### src/rtl/johnson_pkg.sv
// johnson_pkg
// Shared definitions for the Johnson counter phase decoder:
//   - default counter width and rotation-counter width
//   - lock FSM state encoding
//   - jc_index(): maps a Johnson code to {legal, index}
//   - jc_succ():  successor index in the rotation (wraps 2*stages-1 -> 0)
package johnson_pkg;

  localparam int JC_STAGES     = 4;
  localparam int JC_CYC_W      = 8;
  localparam int JC_MAX_STAGES = 16;

  typedef enum logic [1:0] {
    UNLOCK = 2'd0,
    LOCK   = 2'd1,
    FAULT  = 2'd2
  } lock_state_t;

  typedef struct packed {
    logic       legal;
    logic [7:0] idx;
  } jc_info_t;

  // Index k < stages is k ones filled from the LSB; index k >= stages is
  // (2*stages - k) ones aligned to the MSB, i.e. the full mask with the low
  // (k - stages) bits cleared. The code is legal if it matches any pattern.
  function automatic jc_info_t jc_index(input logic [31:0] code, input int stages);
    jc_info_t    info;
    logic [31:0] full;
    logic [31:0] pattern;
    info.legal = 1'b0;
    info.idx   = '0;
    full       = (32'd1 << stages) - 32'd1;
    for (int k = 0; k < 2 * JC_MAX_STAGES; k++) begin
      pattern = '0;
      if (k < 2 * stages) begin
        if (k < stages) begin
          pattern = (32'd1 << k) - 32'd1;
        end else begin
          pattern = full & ~((32'd1 << (k - stages)) - 32'd1);
        end
        if (!info.legal && (code == pattern)) begin
          info.legal = 1'b1;
          info.idx   = k[7:0];
        end
      end
    end
    return info;
  endfunction

  function automatic logic [7:0] jc_succ(input logic [7:0] idx, input int stages);
    logic [7:0] nxt;
    if (int'(idx) == 2 * stages - 1) begin
      nxt = 8'd0;
    end else begin
      nxt = idx + 8'd1;
    end
    return nxt;
  endfunction

endpackage

### src/rtl/johnson_code_check.sv
// johnson_code_check
// Purely combinational classifier for one Johnson counter sample.
// Ports:
//   jc_in  - raw counter sample (bit 0 is the stage fed by the inverted MSB)
//   legal  - sample is one of the 2*STAGES legal codes
//   idx    - phase index of the sample (0 when illegal)
//   onehot - one-hot phase of the sample (all zero when illegal)
module johnson_code_check
  import johnson_pkg::*;
#(
  parameter int STAGES = JC_STAGES
) (
  input  logic [STAGES-1:0]             jc_in,
  output logic                          legal,
  output logic [$clog2(2*STAGES)-1:0]   idx,
  output logic [2*STAGES-1:0]           onehot
);

  localparam int IDX_W = $clog2(2 * STAGES);

  jc_info_t info;
  logic     unused_idx_hi;

  always_comb begin
    info   = jc_index({{(32 - STAGES){1'b0}}, jc_in}, STAGES);
    legal  = info.legal;
    idx    = info.idx[IDX_W-1:0];
    onehot = '0;
    if (info.legal) begin
      onehot[info.idx[IDX_W-1:0]] = 1'b1;
    end
  end

  // The package index is wider than this instance needs.
  assign unused_idx_hi = ^info.idx[7:IDX_W];

endmodule

### src/rtl/johnson_phase_decoder.sv
// johnson_phase_decoder
// Decodes a Johnson counter sample into a one-hot phase and a binary index,
// tracks sequence integrity with a UNLOCK/LOCK/FAULT FSM and counts
// completed rotations. All outputs are registered (one cycle latency).
// Ports:
//   clk       - clock, rising edge
//   rst       - synchronous active-high reset
//   jc_in     - Johnson counter sample
//   clr_err   - clears sticky seq_err and releases FAULT
//   phase_oh  - one-hot phase, zero unless locked
//   phase_idx - binary phase index, zero unless locked
//   locked    - FSM is in LOCK
//   stall     - pulse: locked sample repeated the previous one
//   wrap      - pulse: index went last -> 0 while locked
//   seq_err   - sticky sequence / illegal-code error
//   cyc_cnt   - saturating count of completed rotations
module johnson_phase_decoder
  import johnson_pkg::*;
#(
  parameter int STAGES = JC_STAGES,
  parameter int CYC_W  = JC_CYC_W
) (
  input  logic                         clk,
  input  logic                         rst,
  input  logic [STAGES-1:0]            jc_in,
  input  logic                         clr_err,
  output logic [2*STAGES-1:0]          phase_oh,
  output logic [$clog2(2*STAGES)-1:0]  phase_idx,
  output logic                         locked,
  output logic                         stall,
  output logic                         wrap,
  output logic                         seq_err,
  output logic [CYC_W-1:0]             cyc_cnt
);

  localparam int                IDX_W   = $clog2(2 * STAGES);
  localparam int                PAD_W   = 8 - IDX_W;
  localparam logic [CYC_W-1:0]  CNT_MAX = '1;
  localparam logic [CYC_W-1:0]  CNT_ONE = {{(CYC_W - 1){1'b0}}, 1'b1};

  lock_state_t              state, state_nxt;
  logic [STAGES-1:0]        prev_code;
  logic                     prev_legal;
  logic [IDX_W-1:0]         prev_idx;

  logic                     cur_legal;
  logic [IDX_W-1:0]         cur_idx;
  logic [2*STAGES-1:0]      cur_oh;

  logic                     is_succ;
  logic                     is_same;
  logic                     locked_nxt;
  logic                     stall_nxt;
  logic                     wrap_nxt;
  logic                     seq_err_nxt;
  logic [2*STAGES-1:0]      phase_oh_nxt;
  logic [IDX_W-1:0]         phase_idx_nxt;

  johnson_code_check #(.STAGES(STAGES)) u_check (
    .jc_in  (jc_in),
    .legal  (cur_legal),
    .idx    (cur_idx),
    .onehot (cur_oh)
  );

  always_ff @(posedge clk) begin
    if (rst) begin
      state <= UNLOCK;
    end else begin
      state <= state_nxt;
    end
  end

  // The previous sample's classification is kept from the single checker
  // instance, so successor tests never need a second decoder.
  always_comb begin
    is_succ = cur_legal && prev_legal &&
              ({{PAD_W{1'b0}}, cur_idx} == jc_succ({{PAD_W{1'b0}}, prev_idx}, STAGES));
    is_same = cur_legal && prev_legal && (jc_in == prev_code);

    state_nxt   = state;
    seq_err_nxt = seq_err;
    stall_nxt   = 1'b0;
    wrap_nxt    = 1'b0;

    case (state)
      UNLOCK: begin
        if (clr_err) seq_err_nxt = 1'b0;
        if (is_succ) state_nxt = LOCK;
      end
      LOCK: begin
        if (is_succ) begin
          if (clr_err) seq_err_nxt = 1'b0;
          wrap_nxt = (cur_idx == '0);
        end else if (is_same) begin
          if (clr_err) seq_err_nxt = 1'b0;
          stall_nxt = 1'b1;
        end else begin
          // A detected error takes priority over a simultaneous clear.
          state_nxt   = FAULT;
          seq_err_nxt = 1'b1;
        end
      end
      FAULT: begin
        if (clr_err) begin
          seq_err_nxt = 1'b0;
          state_nxt   = UNLOCK;
        end
      end
      default: state_nxt = UNLOCK;
    endcase

    locked_nxt    = (state_nxt == LOCK);
    phase_oh_nxt  = locked_nxt ? cur_oh  : '0;
    phase_idx_nxt = locked_nxt ? cur_idx : '0;
  end

  always_ff @(posedge clk) begin
    if (rst) begin
      prev_code  <= '0;
      prev_legal <= 1'b0;
      prev_idx   <= '0;
      phase_oh   <= '0;
      phase_idx  <= '0;
      locked     <= 1'b0;
      stall      <= 1'b0;
      wrap       <= 1'b0;
      seq_err    <= 1'b0;
      cyc_cnt    <= '0;
    end else begin
      prev_code  <= jc_in;
      prev_legal <= cur_legal;
      prev_idx   <= cur_idx;
      phase_oh   <= phase_oh_nxt;
      phase_idx  <= phase_idx_nxt;
      locked     <= locked_nxt;
      stall      <= stall_nxt;
      wrap       <= wrap_nxt;
      seq_err    <= seq_err_nxt;
      if (wrap_nxt && (cyc_cnt != CNT_MAX)) begin
        cyc_cnt <= cyc_cnt + CNT_ONE;
      end
    end
  end

endmodule

### config.mk
export PLATFORM = sky130hd
export DESIGN_NAME = johnson_phase_decoder
export DESIGN_NICKNAME = d
export VERILOG_FILES = /design/src/rtl/johnson_pkg.sv /design/src/rtl/johnson_code_check.sv /design/src/rtl/johnson_phase_decoder.sv
export SDC_FILE = /design/constraint.sdc
export NUM_CORES = 1
export LEC_CHECK = 0
export BUFFER_PORTS_ARGS = -buffer_cell sky130_fd_sc_hd__buf_4
export CAP_MARGIN = 20
export CORE_ASPECT_RATIO = 0.7
export CORE_UTILIZATION = 53
export DETAILED_ROUTE_END_ITERATION = 10
export GPL_TIMING_DRIVEN = 1
export PLACE_DENSITY = 0.78
export SLEW_MARGIN = 0
export SYNTH_ARGS = -nofsm -noshare
export SYNTH_HDL_FRONTEND = slang
export SYNTH_SLANG_ARGS = --single-unit
export TNS_END_PERCENT = 100
### constraint.sdc
create_clock -name clk -period 2.68 [get_ports clk]
set_input_delay 0.134 -clock clk [delete_from_list [all_inputs] [get_ports clk]]
set_output_delay 0.134 -clock clk [all_outputs]
set_load 0.01 [all_outputs]
# Word level (Yosys, flattened, before mapping)
# Cells that the tools add are included.
[word_totals]
register_bits = 33
in_bits = 7
out_inout_bits = 23
word_cells = 82
[classes]
n_addsub = 2
magnitude_cmp = 2
eq_ne = 14
mux = 23
n_bitwise = 3
n_reduce_logical = 27
[op_table]
columns = ["operator", "n"]
rows = [
  ["$mux 9", 8],
  ["$logic_not 32->1", 1],
  ["$eq 4x4->1 const B", 4],
  ["$logic_and 1x1->1", 12],
  ["$add 8x1->8 const B", 1],
  ["$eq 3x8->1", 1],
  ["$mux 2", 4],
  ["$ne 8x8->1 const B", 1],
  ["$logic_not 1->1", 7],
  ["$mux 1", 7],
  ["$pmux 2 s3", 1],
  ["$reduce_or 3->1", 2],
  ["$add 3x1->4 const B", 1],
  ["$eq 2x1->1 const B", 2],
  ["$eq 4x1->1 const B", 1],
  ["$eq 4x2->1 const B", 1],
  ["$eq 4x3->1 const B", 1],
  ["$eq 4x4->1", 1],
  ["$lt 3x4->1 const B", 1],
  ["$mux 4", 1],
  ["$reduce_or 2->1", 2],
  ["$demux 1 s3", 1],
  ["$eq 3x1->1 const B", 1],
  ["$ge 3x1->1 const B", 1],
  ["6 further kinds", 8],
]

# Logic depth before layout (Yosys ltp)
# Gate-level depths: netlist of run 1.
[depth]
ltp_word = 31
depth_mapped = 9
ltp_nobuf = 7

# By module
# A second synthesis of run 1 with hierarchy kept.
[unflattened]
hier_cells = 153
area_unflattened_um2 = 1440.1
[by_module_without_submodules]
columns = ["module", "instances", "cells_per_inst", "area_per_inst_um2"]
rows = [
  ["johnson_phase_decoder", 1, 129, 1266.2],
  ["johnson_code_check", 1, 24, 173.9],
]

# Worst setup path after synthesis of run 1
# Ideal clock, no wire load.
[synth_timing]
path_kind = "register to register"
from = "register prev_idx[0]"
to = "register cyc_cnt[5]"
setup_ns = 0.121
arrival_time_ns = 2.185
setup_slack_ns = 0.374
path_stages_with_launch = 9
period_less_slack_ns = 2.306
path_cell_list = "dfxtp_1 ha_1 ha_1 xnor2_1 or4_1 buf_2 buf_6 nor3_1 mux2_2"
[synth_between]
elab_chain_cells = 7
word_cells_on_any_way = 8
classes_between = "add/sub (1); eq/ne (2); mux (3); reduce/logical (2)"
[synth_lines]
columns = ["item", "line_no", "rtl"]
rows = [
  ["start, declared", "johnson_phase_decoder.sv:44", "logic [IDX_W-1:0] prev_idx;"],
  ["start signal, assigned", "johnson_phase_decoder.sv:133", "prev_idx <= cur_idx;"],
  ["$add 3x1->4 / $eq 3x1->1 (equally long branches)", "johnson_pkg.sv:56, johnson_pkg.sv:53", ""],
  ["$mux 4 (*)", "johnson_pkg.sv:53", "if (int'(idx) == 2 * stages - 1) begin"],
  ["$eq 3x8->1 (*)", "johnson_phase_decoder.sv:78", "({{PAD_W{1'b0}}, cur_idx} == jc_succ({{PAD_W{1'b0}}, prev_idx}, STAGES));"],
  ["$logic_and 1x1->1 (*)", "johnson_phase_decoder.sv:77", "is_succ = cur_legal && prev_legal &&"],
  ["$mux 1 (*)", "johnson_phase_decoder.sv:92", "if (is_succ) begin"],
  ["$mux 1 (*)", "johnson_phase_decoder.sv:86", "case (state)"],
  ["$logic_and 1x1->1 (*)", "johnson_phase_decoder.sv:140", "if (wrap_nxt && (cyc_cnt != CNT_MAX)) begin"],
  ["end signal, assigned", "johnson_phase_decoder.sv:141", "cyc_cnt <= cyc_cnt + CNT_ONE;"],
  ["end, declared", "johnson_phase_decoder.sv:33", "output logic [CYC_W-1:0] cyc_cnt"],
]
# Mark *: on every way between the ends. The rest lies on a longest branch, timed or not.
# A chain may end at the register's enable or synchronous reset.

# Worst setup path in the final report of run 1
[layout_timing]
from = "register prev_idx[0]"
to = "register cyc_cnt[4]"
# The elaborated chain is that of the path after synthesis.

==> flow_metrics.env, run 1 <==
export IMPL_outcome="complete, no violations"
export IMPL_cts_root_buf="clkbuf_8"
export IMPL_crit_top_cell="ha_1"
export IMPL_num_io_pins=30
export IMPL_yosysMostFrequentCell="dfxtp_1"
export IMPL_ys_warnings_count=0
export IMPL_antenna_found_initial=0
export IMPL_p_per_area_mw_per_mm2=525
export IMPL_grt_max_degree=26
export IMPL_slew_headroom_pct=75.8
export IMPL_ys_ff_latch=33
export IMPL_synth_top_cells_by_count="dfxtp_1 (33), nor2_1 (20), nor2b_1 (13)"
export IMPL_worstHoldStart="jc_in[2]"
export IMPL_yosysUniqueCellTypes=37
export IMPL_drv_slew=0
export IMPL_cts_buffers=5
export IMPL_synth_avg_cell_area_um2=9.38
export IMPL_startpoint_type="flip-flop"
export IMPL_p_total_uw=908
export IMPL_end_kind="flip-flop"
export IMPL_cts_max_level=2
export IMPL_worst_setup_path_type="reg -> reg"
export IMPL_ys_seq_area_share_pct=45.1
export IMPL_synth_edf_count=0
export IMPL_maxCapViolCount=0
export IMPL_slowest_stage="or4_4"
export IMPL_setup_tns_ns=0
export IMPL_peakVddDrop_mv=0.338
export IMPL_clk_latency_ns=0.28
export IMPL_nets=193
export IMPL_row_count=15
export IMPL_clk_path_buf_depth=2
export IMPL_routed_wl_mm=2.96
export IMPL_ff2ff_setup_slack_ns=0.28
export IMPL_synth_top_area_share_pct=45.1
export IMPL_io_buffer_count=29
export IMPL_area_delta_synth_final_pct=18.1
export IMPL_synth_cells=156
export IMPL_nFillCells=214
export IMPL_core_area_mm2=0.00253
export IMPL_worstPathCellList="ha_1, ha_1, xnor2_1, or4_4, nor4_1, mux2_2"
export IMPL_period_share_pct=89.4
export IMPL_synth_area_leaders="dfxtp_1 (45%), nor2b_1 (5.6%), nor2_1 (5.1%)"
export IMPL_worstMarginPinSlew_ns=0.359
export IMPL_instances_no_fill=216
export IMPL_critPathMaxStageDelay_ns=0.64
export IMPL_grt_ovfl_total=0
export IMPL_reg2reg_depth=6
export IMPL_num_vias=1179
export IMPL_vias_per_cell=5.46
export IMPL_cts_clk_slew_worst_paths_ns=0.06
export IMPL_r2r_end="cyc_cnt[4]"
export IMPL_die_h_um=46.0
export IMPL_numClockSinks=33
export IMPL_fin_hold_ws_ns=0.128
export IMPL_layout_drive_gt1_share_pct=25.8
export IMPL_drt_iter0_markers=30
export IMPL_synth_ff_type="dfxtp_1"
export IMPL_post_route_drc_count=0
export IMPL_place_inst=209
export IMPL_setup_viol=0
export IMPL_arrival_ns=2.56
export IMPL_cts_hold_buffers=0
export IMPL_place_gp_congestion=0.744
export IMPL_holdPathEnd="phase_oh[2]"
export IMPL_antenna_cells=0
export IMPL_detail_route_first_pass_iterations=4
export IMPL_final_hold_viol_count=0
export IMPL_cts_setup_buffers=0
export IMPL_max_freq_mhz=417
export IMPL_cp_data_required_time_ns=2.85
export IMPL_p_leak_nw=0.710
export IMPL_grt_pass1_wl_mm=4.56
export IMPL_cts_tree="done"
export IMPL_synth_area_mm2=0.00146
export IMPL_die_x_um=64.8
export IMPL_die_area_mm2=0.00298
export IMPL_yosysTopAreaCell="dfxtp_1"
export IMPL_wl_per_cell_um=13.7
export IMPL_rsz0062_at_grt="false"
export IMPL_syn_nets=166
export IMPL_hold_path_depth=2
export IMPL_ant_nets=0
export IMPL_skew_ns=0.00400
export IMPL_dpl_hpwl_mm=2.05
export IMPL_path_max_fanout=16
export IMPL_grt_total_usage_pct=21.4
export IMPL_hold_class="in -> reg"
export IMPL_timing_rr_start="prev_idx[0]"
export IMPL_async_flop_share_pct=0
export IMPL_grt_pass1_vias=1028
export IMPL_period_needed_ns=2.40
export IMPL_initial_core_util_pct=57.8
[worst max-delay path, delay by kind of cell, from the launching register on]
family | cells | cell delay, ns
xor+xnor | 1 | 0.14
fa+ha+maj | 2 | 0.49
flops | 1 | 0.32
mux | 1 | 0.36
simple gates | 2 | 0.97
[layout by cell type, fill, tap and decap left out, drive strengths merged, types with 2 or more instances in the layout]
master | netlist | final
dfxtp | 33 | 33
buf | 8 | 31
nor2 | 20 | 20
nor2b | 13 | 13
nand2 | 9 | 9
a21oi | 7 | 7
nor4 | 7 | 7
xor2 | 5 | 5
mux2 | 5 | 5
clkbuf | 3 | 5
nand3 | 4 | 4
or3 | 4 | 4
inv | 4 | 4
or4 | 4 | 4
xnor2 | 3 | 3
o31ai | 3 | 3
ha | 3 | 3
o21ai | 3 | 3
mux2i | 2 | 2
nand2b | 2 | 2
nor3 | 2 | 2
nor4b | 2 | 2
[state kept, by name, indices dropped and copies added, names as in the netlist]
register and count:
state 2, phase_oh 8, prev_idx 3, cyc_cnt 8
prev_code 4, stall 1, seq_err 1, phase_idx 3
prev_legal 1, locked 1, wrap 1
[what timing repair did]
action,in CTS,in global routing
endpoints found under the hold margin,0,0
resized for setup,0,1
endpoints found under the setup margin,0,4
[worst max-delay path by stage]
stage	start	endpoint	depth (start not counted)
4_1_cts	prev_idx[0]	phase_oh[5]	6
5_1_grt	prev_idx[0]	phase_oh[3]	6
2_1_floorplan	prev_idx[0]	cyc_cnt[5]	8
6_report	prev_idx[0]	cyc_cnt[4]	6
3_5_place_dp	prev_idx[0]	phase_oh[5]	6
3_3_place_gp	prev_idx[0]	cyc_cnt[4]	6
[cell type report]
class / instances / area (um^2) / area share (%)
flip-flops and latches: 33 / 661 / 38.2
clock buffers: 5 / 68.8 / 3.98
inverters: 4 / 15.0 / 0.868
clock inverters: 1 / 5.00 / 0.289
repair buffers: 31 / 230 / 13.3
well taps: 34 / 42.5 / 2.46
multi-input cells: 108 / 707 / 40.9
[kinds of logic after synthesis]
kind of cell | count (synthesis) | synth area share (%)
AO/OA/AOI/OAI | 16 | 7.01
XOR/XNOR | 8 | 4.79
adder cells (fa/ha/maj) | 3 | 2.56
buffers and inverters | 15 | 6.84
flip-flops | 33 | 45.1
multiplexers | 7 | 5.21
AND/OR/NAND/NOR | 74 | 28.5
[metal layers]
layer | part of all wire (%) | GRT usage (%) | vias up
met5 | 0 | 0 | -
met4 | 1.9 | 12.0 | 0
met3 | 4.9 | 6.00 | 6
met2 | 47 | 34.4 | 30
met1 | 46 | 26.4 | 548
li1 | - | - | 595
[stage by stage]
step	setup WS, ns	util [%]	instance area (um^2)
3_5_place_dp	0.117	65.0	1650
3_3_place_gp	0.197	65.0	1650
2_1_floorplan	0.374	-	1460
6_report	0.284	68.2	1730
4_1_cts	0.104	67.9	1720
5_1_grt	0.155	68.2	1730
[power breakdown]
part	switching [mW]	total, mW	internal, mW
clock	0.159	0.329	0.170
sequential	0.00387	0.502	0.498
combinational	0.0462	0.0762	0.0300
total	0.209	0.908	0.699
Note: power is estimated with default switching activity, not from simulation.
==> run 2: changes to the inputs <==
REMOVE_ABC_BUFFERS = 1   (was unset)
==> run 2 against run 1 <==
Clock power is 26% higher. Final cell count is 1.4% higher. Via count is 1.2% lower. Die area stayed put. Cell area is 1.8% higher. Critical path depth is 1 higher. Power is 9.3% higher. Critical endpoint is now phase_oh[3]. Flip-flop and latch count stayed put. Worst hold slack worse by 0.016 ns. Clock-buffer cell count is 2 higher. Routed wire length is 0.27% lower.
==> flow_metrics.env, run 2 (same netlist as run 1, synthesis figures left out) <==
export IMPL_outcome="complete, no violations"
export IMPL_area_delta_synth_final_pct=20.3
export IMPL_crit_start="prev_idx[0]"
export IMPL_p_total_uw=992
export IMPL_maxCapViolCount=0
export IMPL_routed_wl_mm=2.95
export IMPL_reg2reg_depth=7
export IMPL_cts_hold_buffers=0
export IMPL_drt_iter0_markers=59
export IMPL_grt_pass1_wl_mm=4.69
export IMPL_setup_tns_ns=0
export IMPL_final_hold_viol_count=0
export IMPL_cts_tree="done"
export IMPL_cts_resized=0
export IMPL_cts_max_level=2
export IMPL_period_needed_ns=2.58
export IMPL_end_kind="flip-flop"
export IMPL_p_leak_nw=0.727
export IMPL_reg_top3="cyc_cnt (8), phase_oh (8), prev_code (4)"
export IMPL_setup_viol=0
export IMPL_crit_top_cell="ha_1"
export IMPL_vias_per_cell=5.32
export IMPL_dpl_hpwl_mm=2.04
export IMPL_post_route_drc_count=0
export IMPL_critPathMaxStageDelay_ns=0.72
export IMPL_cts_root_buf="clkbuf_8"
export IMPL_antenna_cells=0
export IMPL_numClockSinks=33
export IMPL_wl_per_cell_um=13.5
export IMPL_clk_path_buf_depth=2
export IMPL_grt_ovfl_total=0
export IMPL_startpoint_type="flip-flop"
export IMPL_num_vias=1165
export IMPL_slowest_stage="or4_1"
export IMPL_cts_clk_slew_worst_paths_ns=0.07
export IMPL_die_h_um=46.0
export IMPL_cts_buffers=5
export IMPL_worst_setup_path_type="reg -> reg"
export IMPL_path_max_fanout=12
export IMPL_slew_headroom_pct=74.1
export IMPL_cp_data_required_time_ns=2.87
export IMPL_arrival_ns=2.77
export IMPL_skew_ns=0.00486
export IMPL_place_gp_congestion=0.819
export IMPL_max_freq_mhz=388
export IMPL_peakVddDrop_mv=0.451
export IMPL_die_area_mm2=0.00298
export IMPL_row_count=15
export IMPL_initial_core_util_pct=57.8
export IMPL_num_io_pins=30
export IMPL_io_buffer_count=29
export IMPL_worstMarginPinSlew_ns=0.385
export IMPL_grt_max_degree=26
export IMPL_r2r_end="phase_oh[3]"
export IMPL_ff2ff_setup_slack_ns=0.10
export IMPL_grt_pass1_vias=1018
export IMPL_mostFrequentLayoutCells="dfxtp_1 (33), buf_4 (31), nor2_1 (20)"
export IMPL_die_x_um=64.8
export IMPL_nets=194
export IMPL_critPathCapture="phase_oh[3]"
export IMPL_clk_latency_ns=0.29
export IMPL_worstPathCellList="ha_1, ha_1, nor2b_1, xnor2_1, or4_1, o31a_1, nor4b_1"
export IMPL_layout_drive_gt1_share_pct=26.5
export IMPL_core_area_mm2=0.00253
export IMPL_timing_rr_start="prev_idx[0]"
export IMPL_fin_hold_ws_ns=0.112
export IMPL_mostFrequentLayoutCell="dfxtp_1"
export IMPL_detail_route_first_pass_iterations=4
export IMPL_hold_class="in -> reg"
export IMPL_antenna_found_initial=0
export IMPL_rsz0062_at_grt="false"
export IMPL_grt_total_usage_pct=22.2
export IMPL_period_share_pct=96.2
export IMPL_cts_setup_buffers=0
export IMPL_p_per_area_mw_per_mm2=563
export IMPL_ant_nets=0
export IMPL_drv_slew=0
run 2: through the flow:
stage | utilization (%) | instances | setup WS (ns) | cell area (um^2)
final | 69.5 | 219 | 0.101 | 1760
after CTS | 69.3 | 218 | 0.0800 | 1760
after global placement | 65.3 | 210 | 0.247 | 1650
after floorplan | - | 145 | 0.290 | 1380
after global routing | 69.5 | 219 | 0.00412 | 1760
after detailed placement | 65.3 | 210 | 0.106 | 1650
run 2: per-layer routing:
layer	global-route usage [%]	wire length, um
met1	28.1	1390
met5	0	0
met4	14.7	82
met3	6.75	116
met2	33.1	1360
run 2: area by class of cell:
class | count | area [um^2]
clock buffers | 7 | 96.3
repair buffers | 32 | 238
clock inverters | 1 | 5.00
multi-input cells | 108 | 703
inverters | 4 | 15.0
well taps | 34 | 42.5
fillers | 205 | 773
flip-flops and latches | 33 | 661
run 2: how the worst min path moves through the flow:
stage / start / to / slack, ns / cells after the start
after floorplan: rst / cyc_cnt[0] / 0.20 / 1
after global placement: clr_err / state[1] / 0.40 / 4
after detailed placement: jc_in[2] / phase_oh[2] / 0.42 / 2
after CTS: jc_in[2] / phase_oh[2] / 0.11 / 2
after global routing: jc_in[2] / phase_oh[2] / 0.13 / 2
final: jc_in[2] / phase_oh[2] / 0.11 / 2
run 2: where the power goes:
group	switching [mW]	leakage, nW	internal [mW]
registers	0.00379	0.268	0.498
logic	0.0461	0.405	0.0300
clock network	0.182	0.0542	0.232
total	0.232	0.727	0.760
run 2: critical path, delay by kind of cell (launching register included):
family | cells | cell delay (ns)
AOI/OAI and AO/OA | 1 | 0.43
xor gates and xnor gates | 1 | 0.09
adders and majority gates | 2 | 0.41
DFF | 1 | 0.33
and+or+nand+nor | 3 | 1.22
==> run 3: changes to the inputs <==
ABC_AREA = 1   (was unset)
PLACE_DENSITY = 0.77   (was 0.78)
==> run 3 against run 2 <==
Utilization down 0.090 points. Via count rose by 13%. Routed wire length up 3.9%. Worst hold slack gained 0.012 ns.
==> flow_metrics.env, run 3 <==
export IMPL_outcome="complete, no violations"
export IMPL_nets=242
export IMPL_cts_setup_buffers=0
export IMPL_routed_wl_mm=3.06
export IMPL_cts_max_level=2
export IMPL_design_area_mm2=0.00178
export IMPL_detail_route_first_pass_iterations=4
export IMPL_critPathMaxStageDelay_ns=0.37
export IMPL_holdPathEnd="seq_err"
export IMPL_io_buffer_count=29
export IMPL_top_layer_used="met4"
export IMPL_mostFrequentLayoutCell="nand2_1"
export IMPL_cts_clk_slew_worst_paths_ns=0.06
export IMPL_synth_ff_type="dfxtp_1"
export IMPL_slew_headroom_pct=71.0
export IMPL_maxCapViolCount=0
export IMPL_grt_ovfl_total=0
export IMPL_p_per_area_mw_per_mm2=528
export IMPL_period_needed_ns=2.22
export IMPL_cts_root_buf="clkbuf_8"
export IMPL_synth_cells=203
export IMPL_wl_met1_mm=1.53
export IMPL_place_gp_congestion=0.781
export IMPL_wl_per_cell_um=11.5
export IMPL_grt_max_degree=14
export IMPL_synth_area_leaders="dfxtp_1 (44%), nand2_1 (9.7%), nor2_1 (8.5%)"
export IMPL_numClockSinks=33
export IMPL_synth_top_cells_by_count="nand2_1 (39), nor2_1 (34), dfxtp_1 (33)"
export IMPL_drt_iter0_markers=90
export IMPL_yosysMostFrequentCell="nand2_1"
export IMPL_core_area_mm2=0.00257
export IMPL_antenna_cells=0
export IMPL_worstHoldStart="rst"
export IMPL_path_max_fanout=12
export IMPL_hold_path_depth=2
export IMPL_ys_ff_latch=33
export IMPL_yosysUniqueCellTypes=24
export IMPL_post_route_drc_count=0
export IMPL_synth_edf_count=0
export IMPL_cp_data_required_time_ns=2.85
export IMPL_cts_resized=0
export IMPL_worstMarginPinSlew_ns=0.435
export IMPL_r2r_end="cyc_cnt[1]"
export IMPL_initial_core_util_pct=58.4
export IMPL_met2_length_mm=1.30
export IMPL_finish_utilization_pct=69.4
export IMPL_row_count=15
export IMPL_grt_pass1_wl_mm=4.97
export IMPL_p_total_uw=942
export IMPL_mostFrequentLayoutCells="nand2_1 (39), nor2_1 (34), dfxtp_1 (33)"
export IMPL_worstPathCellList="ha_1, ha_1, nor2_1, inv_1, nand3_1, nand2_1, nor2_1, nand3_2, nor2_2, nand2_1, o21ai_0, nor2_1"
export IMPL_cts_hold_buffers=0
export IMPL_slowest_stage="nor2_2"
export IMPL_timing_rr_start="prev_idx[0]"
export IMPL_rsz0062_at_grt="false"
export IMPL_ys_seq_area_share_pct=44.0
export IMPL_setup_tns_ns=0
export IMPL_cts_buffers=5
export IMPL_worst_setup_path_type="reg -> reg"
export IMPL_grt_total_usage_pct=22.3
export IMPL_ant_nets=0
export IMPL_reg_top3="cyc_cnt (8), phase_oh (8), prev_code (4)"
export IMPL_synth_area_mm2=0.00150
export IMPL_die_area_mm2=0.00305
export IMPL_ys_warnings_count=0
export IMPL_yosysTopAreaCell="dfxtp_1"
export IMPL_period_share_pct=83.0
export IMPL_skew_ns=0.00389
export IMPL_synth_top_area_share_pct=44.0
export IMPL_clk_path_buf_depth=2
export IMPL_synth_avg_cell_area_um2=7.40
export IMPL_ff2ff_setup_slack_ns=0.46
export IMPL_max_freq_mhz=450
export IMPL_die_h_um=46.5
export IMPL_area_delta_synth_final_pct=18.8
export IMPL_reg2reg_depth=12
export IMPL_drv_slew=0
export IMPL_antenna_found_initial=0
export IMPL_postPlaceCellArea_mm2=0.00170
export IMPL_vias_per_cell=4.93
export IMPL_arrival_ns=2.39
export IMPL_hold_class="in -> reg"
export IMPL_worst_path_buf_inv=1
export IMPL_die_x_um=65.6
export IMPL_end_kind="flip-flop"
export IMPL_setup_viol=0
export IMPL_async_flop_share_pct=0
export IMPL_crit_top_cell="nor2_1"
export IMPL_p_leak_nw=0.855
export IMPL_num_vias=1311
export IMPL_crit_start="prev_idx[0]"
export IMPL_cts_tree="done"
export IMPL_final_hold_viol_count=0
export IMPL_startpoint_type="flip-flop"
export IMPL_peakVddDrop_mv=0.363
export IMPL_grt_pass1_vias=1151
export IMPL_met3WireLength_um=176
export IMPL_clk_latency_ns=0.27
export IMPL_layout_drive_gt1_share_pct=25.0
export IMPL_num_io_pins=30
export IMPL_dpl_hpwl_mm=2.27
export IMPL_cpLargestDelayFamily="simple AND/OR/NAND/NOR gates"
==> run 3: changes by cell type after synthesis, moves of 5 or more <==
cell and change:
nand2_2 +7, nand3_1 +12, nor2_2 +9, mux2_2 -5
nand2_1 +30, nor2_1 +14, inv_1 +20, nor2b_1 -13
==> run 3: metrics by stage <==
step           instances  setup slack (ns)  hold WS, ns
2_1_floorplan        196             0.781        0.203
3_3_place_gp         259             0.622        0.406
3_5_place_dp         259             0.533        0.415
4_1_cts              266             0.484        0.125
5_1_grt              266             0.141        0.135
6_report             266             0.457        0.124
==> run 3: area by class of cell <==
type | instances | area, um^2
Fill cell | 236 | 787
Inverter | 29 | 109
Multi-Input combinational cell | 134 | 668
Sequential cell | 33 | 661
Tap cell | 34 | 42.5
Clock buffer | 7 | 86.3
Timing Repair Buffer | 29 | 218
==> run 3: cells by family (layout without fill, tap and decap cells) <==
kind of cell,count (synthesis),after routing,share of synthesized area [%]
simple gates,119,119,37.0
xor+xnor,4,4,2.33
flops,33,33,44.0
compound gates,8,8,2.67
fa+ha+maj,3,3,2.50
buf+inv,36,65,11.5
==> run 3: worst max-delay path by stage <==
stage | endpoint | slack, ns | depth (start not counted)
after CTS | cyc_cnt[1] | 0.48 | 12
final | cyc_cnt[1] | 0.46 | 12
after detailed placement | cyc_cnt[1] | 0.53 | 12
after floorplan | cyc_cnt[0] | 0.78 | 12
after global routing | cyc_cnt[1] | 0.14 | 12
after global placement | cyc_cnt[6] | 0.62 | 12
==> run 3: report_power, final <==
part,leakage (nW),switching [mW],total (mW),internal [mW]
clock,0.0443,0.160,0.364,0.203
combinational,0.543,0.0508,0.0773,0.0265
sequential,0.268,0.00338,0.501,0.498
total,0.855,0.215,0.942,0.728
==> run 3: layer usage <==
layer	GRT usage, %	up-vias
met5	0	-
met4	8.26	0
met1	31.6	583
met3	6.68	8
li1	-	678
met2	31.8	42
